File: src/rtl/multi_cycle_control_pkg.sv
// Shared definitions for the multi-cycle MIPS controller.
// Holds the opcode constants, the datapath select encodings, the state
// enumeration and a helper that identifies instruction-retire events.
package multi_cycle_control_pkg;

    // Opcodes (IR[31:26]) understood by the controller
    localparam logic [5:0] OP_RTYPE = 6'd0;
    localparam logic [5:0] OP_LW    = 6'd35;
    localparam logic [5:0] OP_SW    = 6'd43;
    localparam logic [5:0] OP_BEQ   = 6'd4;
    localparam logic [5:0] OP_J     = 6'd2;

    // aluOp encodings consumed by the downstream funct-level ALU control
    localparam logic [1:0] ALU_ADD   = 2'b00;
    localparam logic [1:0] ALU_SUB   = 2'b01;
    localparam logic [1:0] ALU_FUNCT = 2'b10;

    // aluSrcB encodings
    localparam logic [1:0] SRCB_B       = 2'b00;
    localparam logic [1:0] SRCB_FOUR    = 2'b01;
    localparam logic [1:0] SRCB_IMM     = 2'b10;
    localparam logic [1:0] SRCB_IMM_SH2 = 2'b11;

    // pcSource encodings
    localparam logic [1:0] PCSRC_ALU    = 2'b00;
    localparam logic [1:0] PCSRC_ALUOUT = 2'b01;
    localparam logic [1:0] PCSRC_JUMP   = 2'b10;

    typedef enum logic [3:0] {
        ST_INIT     = 4'd0,
        ST_FETCH    = 4'd1,
        ST_DECODE   = 4'd2,
        ST_MEM_ADR  = 4'd3,
        ST_MEM_RD   = 4'd4,
        ST_MEM_WB   = 4'd5,
        ST_MEM_WR   = 4'd6,
        ST_RTYPE_EX = 4'd7,
        ST_RTYPE_WB = 4'd8,
        ST_BEQ_EX   = 4'd9,
        ST_JUMP     = 4'd10,
        ST_TRAP     = 4'd11
    } state_t;

    // An instruction retires on the edge leaving its final state; a store
    // only finishes once memory has accepted the write.
    function automatic logic retire_event(input state_t st, input logic ready);
        logic hit;
        case (st)
            ST_MEM_WB, ST_RTYPE_WB, ST_BEQ_EX, ST_JUMP: hit = 1'b1;
            ST_MEM_WR:                                  hit = ready;
            default:                                    hit = 1'b0;
        endcase
        return hit;
    endfunction

endpackage

File: src/rtl/multi_cycle_control.sv
// Multi-cycle MIPS main controller.
// Sequences the shared datapath (single memory, single ALU, IR/MDR/A/B/ALUOut)
// for R-type, lw, sw, beq and j. Stalls on memReady in FETCH, MEM_RD and
// MEM_WR, traps on unsupported opcodes and counts retired instructions.
// Ports:
//   clk, rstN            clock, asynchronous active-low reset
//   opCode[5:0]          IR[31:26], valid from DECODE onward
//   memReady             memory finished the current access this cycle
//   pcWrite..pcSource    datapath write enables and mux selects (Moore)
//   illegalOp            sticky trap flag, cleared only by reset
//   instrCount[CNT_W-1:0] retired-instruction counter, wraps
//   state[3:0]           current state encoding for debug
module multi_cycle_control
    import multi_cycle_control_pkg::*;
#(
    parameter int CNT_W = 16
) (
    input  logic             clk,
    input  logic             rstN,
    input  logic [5:0]       opCode,
    input  logic             memReady,
    output logic             pcWrite,
    output logic             pcWriteCond,
    output logic             iorD,
    output logic             memRead,
    output logic             memWrite,
    output logic             irWrite,
    output logic             memToReg,
    output logic             regDst,
    output logic             regWrite,
    output logic             aluSrcA,
    output logic [1:0]       aluSrcB,
    output logic [1:0]       aluOp,
    output logic [1:0]       pcSource,
    output logic             illegalOp,
    output logic [CNT_W-1:0] instrCount,
    output logic [3:0]       state
);

    state_t           state_r;
    state_t           next_state_s;
    logic [CNT_W-1:0] count_r;
    logic             illegal_r;
    logic             retire_s;

    // State register
    always_ff @(posedge clk or negedge rstN) begin
        if (!rstN) begin
            state_r <= ST_INIT;
        end else begin
            state_r <= next_state_s;
        end
    end

    // Next-state selection
    always_comb begin
        next_state_s = state_r;
        case (state_r)
            ST_INIT: next_state_s = ST_FETCH;
            ST_FETCH: begin
                if (memReady) begin
                    next_state_s = ST_DECODE;
                end else begin
                    next_state_s = ST_FETCH;
                end
            end
            ST_DECODE: begin
                case (opCode)
                    OP_RTYPE:     next_state_s = ST_RTYPE_EX;
                    OP_LW, OP_SW: next_state_s = ST_MEM_ADR;
                    OP_BEQ:       next_state_s = ST_BEQ_EX;
                    OP_J:         next_state_s = ST_JUMP;
                    default:      next_state_s = ST_TRAP;
                endcase
            end
            // opCode is stable from DECODE, so anything other than lw/sw
            // here means IR was corrupted; treat it as an illegal opcode.
            ST_MEM_ADR: begin
                case (opCode)
                    OP_LW:   next_state_s = ST_MEM_RD;
                    OP_SW:   next_state_s = ST_MEM_WR;
                    default: next_state_s = ST_TRAP;
                endcase
            end
            ST_MEM_RD: begin
                if (memReady) begin
                    next_state_s = ST_MEM_WB;
                end else begin
                    next_state_s = ST_MEM_RD;
                end
            end
            ST_MEM_WB: next_state_s = ST_FETCH;
            ST_MEM_WR: begin
                if (memReady) begin
                    next_state_s = ST_FETCH;
                end else begin
                    next_state_s = ST_MEM_WR;
                end
            end
            ST_RTYPE_EX: next_state_s = ST_RTYPE_WB;
            ST_RTYPE_WB: next_state_s = ST_FETCH;
            ST_BEQ_EX:   next_state_s = ST_FETCH;
            ST_JUMP:     next_state_s = ST_FETCH;
            ST_TRAP:     next_state_s = ST_TRAP;
            // Unused encodings are unreachable; park in TRAP so a
            // corrupted state register is flagged rather than executed.
            default:     next_state_s = ST_TRAP;
        endcase
    end

    // Moore output decode; FETCH gates its IR/PC loads with memReady
    always_comb begin
        pcWrite     = 1'b0;
        pcWriteCond = 1'b0;
        iorD        = 1'b0;
        memRead     = 1'b0;
        memWrite    = 1'b0;
        irWrite     = 1'b0;
        memToReg    = 1'b0;
        regDst      = 1'b0;
        regWrite    = 1'b0;
        aluSrcA     = 1'b0;
        aluSrcB     = SRCB_B;
        aluOp       = ALU_ADD;
        pcSource    = PCSRC_ALU;
        case (state_r)
            ST_FETCH: begin
                memRead = 1'b1;
                aluSrcB = SRCB_FOUR;
                irWrite = memReady;
                pcWrite = memReady;
            end
            ST_DECODE: begin
                aluSrcB = SRCB_IMM_SH2;
            end
            ST_MEM_ADR: begin
                aluSrcA = 1'b1;
                aluSrcB = SRCB_IMM;
            end
            ST_MEM_RD: begin
                memRead = 1'b1;
                iorD    = 1'b1;
            end
            ST_MEM_WB: begin
                regWrite = 1'b1;
                memToReg = 1'b1;
            end
            ST_MEM_WR: begin
                memWrite = 1'b1;
                iorD     = 1'b1;
            end
            ST_RTYPE_EX: begin
                aluSrcA = 1'b1;
                aluOp   = ALU_FUNCT;
            end
            ST_RTYPE_WB: begin
                regWrite = 1'b1;
                regDst   = 1'b1;
            end
            ST_BEQ_EX: begin
                aluSrcA     = 1'b1;
                aluOp       = ALU_SUB;
                pcWriteCond = 1'b1;
                pcSource    = PCSRC_ALUOUT;
            end
            ST_JUMP: begin
                pcWrite  = 1'b1;
                pcSource = PCSRC_JUMP;
            end
            default: begin
                pcWrite = 1'b0;
            end
        endcase
    end

    assign retire_s = retire_event(state_r, memReady);

    // Retired-instruction counter, wraps naturally at 2^CNT_W
    always_ff @(posedge clk or negedge rstN) begin
        if (!rstN) begin
            count_r <= {CNT_W{1'b0}};
        end else if (retire_s) begin
            count_r <= count_r + {{(CNT_W-1){1'b0}}, 1'b1};
        end else begin
            count_r <= count_r;
        end
    end

    // Sticky trap flag, set on the edge that enters TRAP so it is high
    // for the whole time the controller sits in TRAP
    always_ff @(posedge clk or negedge rstN) begin
        if (!rstN) begin
            illegal_r <= 1'b0;
        end else if (next_state_s == ST_TRAP) begin
            illegal_r <= 1'b1;
        end else begin
            illegal_r <= illegal_r;
        end
    end

    assign illegalOp  = illegal_r;
    assign instrCount = count_r;
    assign state      = state_r;

endmodule

File: config.mk
export PLATFORM = sky130hd
export DESIGN_NAME = multi_cycle_control
export DESIGN_NICKNAME = d
export VERILOG_FILES = /design/src/rtl/multi_cycle_control_pkg.sv /design/src/rtl/multi_cycle_control.sv
export SDC_FILE = /design/constraint.sdc
export NUM_CORES = 1
export LEC_CHECK = 0
export CAP_MARGIN = 25
export CORE_MARGIN = 1.5
export CORE_UTILIZATION = 40
export DETAILED_ROUTE_END_ITERATION = 10
export GPL_ROUTABILITY_DRIVEN = 0
export PLACE_DENSITY = 0.84
export SYNTH_ARGS = -nofsm -noshare
export SYNTH_HDL_FRONTEND = slang
export SYNTH_SLANG_ARGS = --single-unit
File: constraint.sdc
create_clock -name clk -period 4.5 [get_ports clk]
set_clock_uncertainty 0.1 [all_clocks]
set_input_delay 0.9 -clock clk [delete_from_list [all_inputs] [get_ports clk]]
set_output_delay 0.9 -clock clk [all_outputs]
set_load 0.01 [all_outputs]
==> summary.txt <==
Run status
  • Status: finished clean

Global route
  • Overall routing resource usage: 17.69%
  • Congestion Overflow GR: 0
  • First-pass GRT wire length: 4816 um
  • Largest net degree at the start of global routing: 22
  • Initial antenna violation count: 0
  • Vias in the first global route: 1074

Critical path
  • CP max stage cell: clkdlybuf4s50_1
  • Startpoint types: primary input
  • Max stage delay on crit path: 0.58 ns
  • Critical path arrival: 2.29 ns
  • CP Capture Type: output pin
  • CP cell instances: clkdlybuf4s50_1 -> nand2_1 -> o22ai_1 -> clkdlybuf4s50_1
  • Crit path max fanout: 7
  • Worst EP required: 3.50 ns
  • Critical Setup Path Class: in -> out
  • Most frequent cell on the critical path: clkdlybuf4s50_1

Synth
  • Largest family of logic cells by synthesized area: simple AND/OR/NAND/NOR gates
  • XOR/XNOR share of the synthesized area: 11.02%
  • Mean Syn Cell Area: 9.212 sq um
  • Post-Synth Adder-Cell Area: 1.772%
  • Top_reg_cell synth: dfrtp_1
  • Synth cell types: 44
  • Mux cell area share after synthesis: 1.673%
  • Mapped Area: 1271 sq um
  • FFs w/ async S/R, synth: 100.0%
  • Synth Register Bits: 21
  • Post-synth EDFFs: 0
  • Simple-gate area share of the yosys netlist: 25.59%
  • Syn nets: 148
  • Sequential area share after synthesis: 41.34%
  • Gate count of the mapped netlist: 138
  • Synth warnings: 0
  • Compound-cell area share of the yosys netlist: 15.45%

CTS
  • CTS tree: built
  • # hold bufs at CTS: 0
  • H-tree Lvls: 1
  • Clock buffer depth: 2
  • Clock latency at the later pin of the worst-skew pair: 0.30 ns
  • Clock sinks: 21
  • Post-CTS sizing: 0
  • CTS Root Cell: clkbuf_4
  • TritonCTS buffer count: 3
  • Post-CTS setup buffers: 0
  • Clk pin slew, worst setup/hold paths: 0.11 ns

Floorplanning
  • Die ar.: 3525 sq um
  • Core Box Area: 3028 sq um
  • Row cnt: 20
  • Die Y: 59.38 um
  • Starting Density: 41.98%
  • Die Span X: 59.38 um
  • Top Ports: 46

Drt
  • Drt wl/cell: 12.53 um
  • DRC viols: 0
  • Vias per cell: 5.142
  • Total Wirelength: 2832 um
  • Antenna Nets Post-Route: 0
  • DRT Pass-1 Iters: 4
  • Vias: 1162
  • Iteration-0 DRC Markers: 31

Min path
  • Type of the worst min-delay path: reg -> reg

STA
  • Max Freq: 304.4 MHz
  • Max transition margin: 41.10%
  • Hold slack: 0.3747 ns
  • RSZ-0062 raised after global routing: false
  • # setup viols final: 0
  • Crit path time final: 3.285 ns
  • Max Slew Vio Count: 0
  • Hold Fails Final Rpt: 0
  • Worst slew pin tran: 0.8807 ns
  • Setup TNS: 0 ns
  • Final Worst Setup Slack: 1.215 ns
  • Final Cycle Share: 73.00%

Cells and area
  • N_diodes: 0
  • Design Area, Final: 1779 sq um
  • Utilization after layout: 58.76%
  • Commonest non-fill, non-tap cell in the layout: clkdlybuf4s50_1
  • Finished Layout Cells: 226
  • Leading cell types in the layout, fill and taps excluded: 45 x clkdlybuf4s50_1, 21 x nor2_1, 21 x dfrtp_1, 9 x nand2_1, 9 x xor2_1
  • Layout cells sized above 1: 7.692%
  • Area growth syn-to-layout: 39.96%
  • Net count reported at finish: 193

Power and ir drop
  • Pwr Density: 528.9 nW/um^2
  • Leakage: 0.7325 nW
  • Total Power: 0.9411 mW
  • Max VDD drop: 241.3 uV

Placed design
  • Dpl hpwl: 2205 um
  • Cells after DPL: 222
  • Dpl cell area: 1752 sq um
  • Port-buffer cells: 45
  • Pre-CTS setup slack: 1.211 ns

Flow run
  • Maxcap violations: 0
==> flip-flops by register name, indices dropped and copies added, names as in the netlist <==
register / count
illegalOp: 1
state: 4
instrCount: 16
==> synthesized netlist by cell type, types with 2 or more instances <==
| cell type | instances | area, sq um |
|---|---|---|
| a21oi_1 | 3 | 15.01 |
| a21oi_2 | 2 | 17.52 |
| a31oi_1 | 3 | 18.77 |
| and2_1 | 3 | 18.77 |
| and3_1 | 3 | 18.77 |
| buf_2 | 2 | 10.01 |
| clkbuf_1 | 2 | 7.510 |
| dfrtp_1 | 21 | 525.5 |
| inv_1 | 4 | 15.01 |
| nand2_1 | 9 | 33.78 |
| nand2b_1 | 5 | 31.28 |
| nand3_1 | 6 | 30.03 |
| nor2_1 | 21 | 78.83 |
| nor3_1 | 3 | 15.01 |
| nor3_2 | 3 | 30.03 |
| o211ai_1 | 2 | 15.01 |
| o21ai_0 | 5 | 25.02 |
| xnor2_1 | 7 | 61.31 |
| xor2_1 | 9 | 78.83 |
==> metal layers <==
layer  global-route usage [%]  routed length [um]
met5                        0                   0
met4                    7.468                  22
met3                    1.747                 116
met2                    30.30                1474
met1                    22.56                1219
==> critical path: cells and delay by family <==
family / cells / cell delay [ns]
simple gates: 1 / 0.10
buf+inv: 2 / 1.13
compound gates: 1 / 0.15
==> report_power, final <==
| part | internal [mW] | switching (mW) |
|---|---|---|
| Clock | 0.0331 | 0.0540 |
| Sequential | 0.236 | 0.0996 |
| Combinational | 0.282 | 0.236 |
==> logic make-up after synthesis <==
group,count (synthesis)
DFF,21
adders and majority gates,2
AOI/OAI and AO/OA,26
buffers and inverters,9
xor gates and xnor gates,16
muxes,2
and+or+nand+nor,62
==> layout make-up <==
class | instances | area (sq um)
well taps | 44 | 55.05
fillers | 271 | 1249
inverters | 4 | 15.01
flip-flops and latches | 21 | 525.5
clock buffers | 3 | 22.52
multi-input cells | 108 | 705.7
repair buffers | 45 | 450.4
clock inverters | 1 | 5.005
==> final timing paths <==
| path | depth (start not counted) | to | startpoint | slack [ns] |
|---|---|---|---|---|
| worst max-delay path | 4 | pcWrite | memReady | 1.21 |
| min in group asynchronous | 1 | instrCount[13] | rstN | 0.99 |
| worst max register to register | 5 | instrCount[10] | state[2] | 2.51 |
| max in group asynchronous | 1 | instrCount[0] | rstN | 2.77 |
| worst min register to register | 1 | instrCount[15] | instrCount[15] | 0.37 |
| worst min-delay path | 1 | instrCount[15] | instrCount[15] | 0.37 |
No activity file was read; power rests on OpenSTA's default activity.
